[src/rtl/html_char_streamer.sv]
// html_char_streamer: streams a ROM-held HTML document, one dwell-timed char at a time, into a parser.
// Optional `WS_COLLAPSE_EN folds CR/LF/TAB to space and drops redundant whitespace before it reaches the FIFO.
module html_char_streamer #(
  parameter int ADDR_W    = 12,
  parameter int DOC_LEN   = 4096,
  parameter int MIN_DWELL = 2
) (
  input  logic              clock,
  input  logic              reset,
  input  logic              start,
  input  logic              pause,
  output logic [ADDR_W-1:0] rom_addr,
  input  logic [7:0]        rom_data,
  output logic [7:0]        char,
  output logic              state_enable,
  output logic              done
);
  localparam int DW = $clog2(MIN_DWELL + 1) + 1;
  localparam logic [ADDR_W-1:0] LAST = ADDR_W'(DOC_LEN - 1);
  typedef enum logic [1:0] {IDLE, STREAM, DRAIN, DONE} state_t;
  state_t state_q, state_d;
  logic [ADDR_W-1:0] addr_q, addr_d;
  logic [7:0] mem_q [4];
  logic [1:0] rp_q, rp_d, wp_q, wp_d;
  logic [2:0] cnt_q, cnt_d;
  logic [DW-1:0] dwell_q, dwell_d;
  logic [7:0] char_q, char_d, byte_c;
  logic rd_q, rd_d, rd_last_q, rd_last_d, stop_q, stop_d, have_q, have_d, stall_q, stall_d;
  logic active, acc, dwell_ok, adv, issue, eod, push, pop, stall_now, finish, clr, skip;
  assign active = state_q == STREAM || state_q == DRAIN;
  assign acc = start && (state_q == IDLE || state_q == DONE);
  assign dwell_ok = dwell_q >= DW'(MIN_DWELL);
  assign adv = !pause && (!have_q || dwell_ok);
  assign issue = state_q == STREAM && !stop_q && (cnt_q + {2'b0, rd_q}) < 3'd4;
  assign eod = state_q == STREAM && rd_q && (rom_data == 8'h00 || rd_last_q);
  assign push = state_q == STREAM && rd_q && rom_data != 8'h00 && !skip;
  assign pop = active && cnt_q != 3'd0 && adv;
  assign stall_now = state_q == STREAM && have_q && adv && cnt_q == 3'd0;
  assign finish = state_q == DRAIN && cnt_q == 3'd0 && adv;
  assign clr = acc || finish;
`ifdef WS_COLLAPSE_EN
  logic [7:0] last_q;
  always_ff @(posedge clock)
    if (reset || acc) last_q <= '0;
    else if (push) last_q <= byte_c;
  assign byte_c = (rom_data == 8'h0D || rom_data == 8'h0A || rom_data == 8'h09) ? 8'h20 : rom_data;
  assign skip = byte_c == 8'h20 && (last_q == 8'h20 || last_q == 8'h3E);
`else
  assign byte_c = rom_data;
  assign skip = 1'b0;
`endif
  // Reads returning after leaving STREAM (speculative ones past the terminator) are simply never consumed.
  always_comb begin
    state_d = acc ? STREAM : eod ? DRAIN : finish ? DONE : state_q;
    addr_d = clr ? '0 : (issue && addr_q != LAST) ? addr_q + ADDR_W'(1) : addr_q;
    rd_d = !clr && issue;
    rd_last_d = !clr && issue && addr_q == LAST;
    stop_d = !clr && (stop_q || rd_last_d);
    wp_d = clr ? '0 : wp_q + {1'b0, push};
    rp_d = clr ? '0 : rp_q + {1'b0, pop};
    cnt_d = clr ? '0 : cnt_q + {2'b0, push} - {2'b0, pop};
    char_d = clr ? '0 : pop ? mem_q[rp_q] : char_q;
    have_d = !clr && (have_q || pop);
    dwell_d = clr ? '0 : pop ? DW'(1) : dwell_ok ? dwell_q : dwell_q + DW'(1);
    stall_d = !clr && !pop && (stall_q || stall_now);
  end
  always_ff @(posedge clock) begin
    if (reset) begin
      state_q <= IDLE;
      addr_q <= '0;
      rd_q <= 1'b0;
      rd_last_q <= 1'b0;
      stop_q <= 1'b0;
      wp_q <= '0;
      rp_q <= '0;
      cnt_q <= '0;
      char_q <= '0;
      have_q <= 1'b0;
      dwell_q <= '0;
      stall_q <= 1'b0;
    end else begin
      state_q <= state_d;
      addr_q <= addr_d;
      rd_q <= rd_d;
      rd_last_q <= rd_last_d;
      stop_q <= stop_d;
      wp_q <= wp_d;
      rp_q <= rp_d;
      cnt_q <= cnt_d;
      char_q <= char_d;
      have_q <= have_d;
      dwell_q <= dwell_d;
      stall_q <= stall_d;
    end
  end
  always_ff @(posedge clock)
    if (push) mem_q[wp_q] <= byte_c;
  // Enable stays low from the stall until the refilled char is actually on the bus.
  assign rom_addr = addr_q;
  assign char = char_q;
  assign state_enable = active && have_q && !stall_now && !stall_q;
  assign done = state_q == DONE;
endmodule
[config.mk]
export PLATFORM = sky130hd
export DESIGN_NAME = html_char_streamer
export DESIGN_NICKNAME = d
export VERILOG_FILES = /design/src/rtl/html_char_streamer.sv
export SDC_FILE = /design/constraint.sdc
export NUM_CORES = 1
export LEC_CHECK = 0
export ABC_AREA = 1
export CAP_MARGIN = 5
export CORE_ASPECT_RATIO = 1.5
export CORE_MARGIN = 3
export CORE_UTILIZATION = 35
export CTS_CLUSTER_SIZE = 24
export DETAILED_ROUTE_END_ITERATION = 8
export GPL_ROUTABILITY_DRIVEN = 0
export PLACE_DENSITY = 0.6
export SLEW_MARGIN = 10
export SYNTH_ARGS = -nofsm -noshare
export SYNTH_HDL_FRONTEND = slang
export SYNTH_SLANG_ARGS = --single-unit
[constraint.sdc]
create_clock -name clock -period 2.28 [get_ports clock]
set_input_delay 0.57 -clock clock [delete_from_list [all_inputs] [get_ports clock]]
set_output_delay 0.57 -clock clock [all_outputs]
set_load 0.05 [all_outputs]
; Yosys cells after proc, flatten, opt, wreduce, memory -nomap -nowiden
; Memories as Yosys holds them, arrays and structs flattened. A register that Yosys moved wholly into a read port is not among the register bits.
; Cells that the tools add are included.
[totals]
regBits = 29
latchBits = 0
ram_bits = 32
rom_bits = 0
input_bits = 12
output_inout_bits = 22
wordCells = 85
memories = 1
[mem_list]
columns = memory, words, width, read_ports, rd_ports_with_merged_regs, wr, line
row1 = mem_q, 4, 8, 1, 1, 1, 23  ; logic [7:0] mem_q [4];
[classes]
n_addsub = 7
multipliers = 0
n_div = 0
n_lt_le_gt_ge = 2
n_eq_ne = 6
shifts = 0
muxes = 7
bitwise = 0
n_reduce_logical = 49
[ops]
columns = operator, count
row1 = 1-bit logical AND, 24
row2 = 12-bit by 1-bit adder with 12-bit output (second input constant), 1
row3 = 12-bit equality test (second input constant), 1
row4 = 12-bit inequality test (second input constant), 1
row5 = 8-bit zero test, 1
row6 = 1-bit logical OR, 8
row7 = 8-bit nonzero test, 1
row8 = 1-bit zero test, 7
row9 = 3-bit by 1-bit adder with 3-bit output, 2
row10 = 3-bit nonzero test, 2
row11 = 1-bit 2-to-1 mux, 5
row12 = 2-bit by 1-bit adder with 2-bit output, 2
row13 = 2-bit equality test (second input constant), 2
row14 = 2-bit 2-to-1 mux, 2
row15 = 2-bit OR reduction, 2
row16 = 3-bit by 1-bit adder with 3-bit output (second input constant), 1
row17 = 3-bit by 2-bit greater-or-equal comparator with 1-bit output (second input constant), 1
row18 = 3-bit zero test, 1
row19 = 3-bit < comparator (second input constant), 1
row20 = 3-bit OR reduction, 1
row21 = 3-bit by 1-bit subtractor with 3-bit output, 1
row22 = 2-bit by 1-bit equality test with 1-bit output (second input constant), 1
row23 = 2-bit zero test, 1
row24 = 2-bit by 1-bit inequality test with 1-bit output (second input constant), 1
row25 = 2-bit nonzero test, 1

; Depth between registers and ports, before layout
[depth]
word_depth = 10
depth_mapped = 13
ltp_nobuf = 12

; Worst setup path after synthesis
; Ideal clock, no wire load.
[synth_path]
path_type = input -> output
from = in pause
to = out state_enable
arrival_time_ns = 1.819
required_ns = 1.710
slack_ns = -0.109
cell_stages = 4
n_path_buf = 0
cell_sequence = inv_1 > nand4_1 > o21ai_0 > nor3_1
[synth_via]
elab_chain_len = 7
[synth_lines]
columns = element, line
row1 = start: declaration, 11  ; input logic pause,
row2 = 1-bit zero test, 33  ; assign adv = !pause && (!have_q || dwell_ok);
row3 = 1-bit logical AND, 33
row4 = 1-bit logical AND (2 in a row), 38  ; assign stall_now = state_q == STREAM && have_q && adv && cnt_q == 3'd0;
row5 = 1-bit zero test, 101  ; assign state_enable = active && have_q && !stall_now && !stall_q;
row6 = 1-bit logical AND (2 in a row), 101
row7 = end: declaration, 15  ; output logic state_enable,
; Every way passes these cells.

; Worst setup path after layout
[layout_path]
from = reg addr_q[9], in the netlist rom_addr[9]
to = out rom_addr[9]
[layout_rtl]
columns = element, line
row1 = start: declaration, 22  ; logic [ADDR_W-1:0] addr_q, addr_d;
row2 = start signal: assignment, 83  ; addr_q <= addr_d;
row3 = end: declaration, 12  ; output logic [ADDR_W-1:0] rom_addr,
; No word-level cell between the ends.

==> out/metrics.cfg <==
[floorplan]
die_area_mm2=0.0102
core_mm2=0.00862
rows=41
initial_core_util_pct=36.7
die_h_um=122
die_w_um=83.6
num_io_pins=34

[grt]
grt_pass1_vias=2435
antenna_found_initial=0
grt-ovfl-total=0
grtUsageTotal_pct=14.3
grt_pass1_wl_um=11500
grt_max_degree=18

[timing]
maxSlewHeadroom_pct=65.6
tightest_slew_ns=0.514
fmax_mhz=452
setup_violations=0
rsz0062_at_grt=yes
min_period_ns=2.21
drv_slew=0
hold_ws_ns=0.474
fin_skew_ns=0.00548
hold_violations=0
period_share_pct=97.0

[synthesis]
avgSynthCellArea_um2=8.94
synth_seq_cells=69
synth-seq-area-share_pct=53.8
yosys_warnings=0
netlist_area_mm2=0.00316
synth.distinct_cells=28
mappedNetlistNets=374
syn_inst=354

[clock_tree]
root_buffer=clkbuf_16
numClockSinks=69
path_clk_slew_ns=0.05
cts_tree=built
insertion_delay_ns=0.33
clockBufferDepth=2
cts-buffers-inserted=9
post-cts-setup-buffers=0
cts_max_level=3

[drt]
wl_per_cell_um=13.0
viasPerCell=4.75
routed_wl_um=6820
drt_iter0_drc=99
vias=2490
drcViolationCount=0
ant_nets=0
dr.pass1.iters=4

[hold_path]
worstHoldPathType=flip-flop to flip-flop

[finish]
stdcell_count=524
syn2layout_area_growth_pct=28.4
stdcell_area_mm2=0.00406
final_util_pct=47.1
drive_above_1_share_pct=18.5
antenna_cells=0
fin_nets=432

[placement]
dp_cells=508
dp_hpwl_um=5030
placed_area_mm2=0.00376
port_buffers=33

[status]
status=complete, no violations

[critical_path]
path_max_fanout=7
cpMaxStageDelayCell=clkdlybuf4s50_1
endpoint_kind=output port
cp_num_buf_inv=1
worstPathCellList=clkdlybuf4s50_1
crit_path_start_kind=flip-flop
worstSetupPathType=flip-flop to output port
required_ns=1.71
max_stage_delay_ns=0.85
cp.arrival_ns=1.64
crit_family=buffers and inverters

[power]
p_per_area_mw_per_mm2=689
p_total_uw=2800
power.leakage_uw=0.00152
ir_drop_mv=0.475

[flow_run]
maxCapViolations=0

-- stage by stage --
step	setup TNS, ns	setup slack, ns
finish	0	0.0695
global route	-0.0365	-0.0365
CTS	0	0.0282
detailed placement	-0.823	-0.212
global placement	-0.345	-0.188
floorplan	0	0.149
-- cell type report --
cell class                      count  area [µm²]
Inverter                           31         119
Tap cell                          107         134
Clock inverter                      6        53.8
Timing Repair Buffer               57         554
Sequential cell                    69        1700
Multi-Input combinational cell    244        1270
Clock buffer                       10         229
Fill cell                         840        4560
-- per-layer routing --
metal	part of all wire, %	GRT usage, %	vias up	wire (µm)
met4	1.7	6.54	0	115
met3	4.0	4.77	10	271
li1	-	-	1273	-
met1	41	14.5	1156	2800
met5	0	0	-	0
met2	53	26.4	51	3630
-- path summary, 6_finish.rpt --
path / from / endpoint / slack, ns / depth (start not counted)
worst max-delay path: rom_addr[9] / rom_addr[9] / 0.07 / 1
worst min-delay path: char[5] / char[5] / 0.47 / 2
worst max register to register: state_q[0] / cnt_q[2] / 0.15 / 12
worst min register to register: char[5] / char[5] / 0.47 / 2
-- cells by family after synthesis --
group | share of synthesized area, %
XOR/XNOR | 1.94
AND/OR/NAND/NOR | 23.5
flip-flops | 53.8
AO/OA/AOI/OAI | 10.9
adder cells (fa/ha/maj) | 3.40
buffers and inverters | 6.41
-- where the power goes --
part | internal (µW) | leakage (µW) | total (µW) | switching (µW)
Sequential | 1310 | 0.000587 | 1320 | 13.4
Combinational | 72.9 | 0.000786 | 166 | 93.0
Clock | 833 | 0.000143 | 1310 | 476
Total | 2220 | 0.00152 | 2800 | 582
-- cell usage in the layout (no fill, tap or decap), types with 2 or more instances in the layout --
cell	count
inv_2	5
a21oi_2	18
clkbuf_16	10
nand4_1	6
a21oi_1	7
clkdlybuf4s50_1	29
o21ai_0	27
nor2_4	3
nand3b_1	3
nand3_1	7
clkinv_2	4
inv_1	25
dlymetal6s2s_1	2
edfxtp_1	32
nand2_2	4
xor2_1	3
nand2_1	79
nor2_2	3
buf_4	22
dfxtp_1	36
buf_12	2
nor3_1	5
nor2_1	61
xnor2_1	4
ha_1	7
-- state kept, by name, summed over array words and instances, names as in the netlist --
signal,flops
rom_addr,12
stop_q,1
dwell_q,3
rd_q,1
state_q,2
have_q,1
wp_q,2
rp_q,2
char,8
mem_q,32
stall_q,1
rd_last_q,1
cnt_q,3
-- synth_stat cells --
cell type   n  area [µm²]
inv_1      26        97.6
dfxtp_1    37         741
a21oi_1     7        35.0
buf_4       1        7.51
nor2_4      3        33.8
o21bai_1    1        7.51
nand3_1     7        35.0
buf_6       5        56.3
xor2_1      3        26.3
o21ai_1     1        5.00
nor2b_1     1        6.26
o21ai_0    28         140
nand2_1    79         297
nor2_2      3        18.8
inv_4       1        6.26
inv_2       4        15.0
nor2_1     61         229
edfxtp_1   32         961
ha_1        7        87.6
nand3b_1    3        22.5
nand2_2     4        25.0
nor3_1      6        30.0
xnor2_1     4        35.0
buf_2       4        20.0
nand4_1     6        37.5
nand3_2     1        10.0
fa_1        1        20.0
a21oi_2    18         158
-- timing repair --
item                                    4_1_cts  5_1_grt
resized for setup                             1        7
pin swaps                                     0        5
endpoints found under the setup margin        1        3
hold buffers                                  0        0
Note: power is estimated with default switching activity, not from simulation.
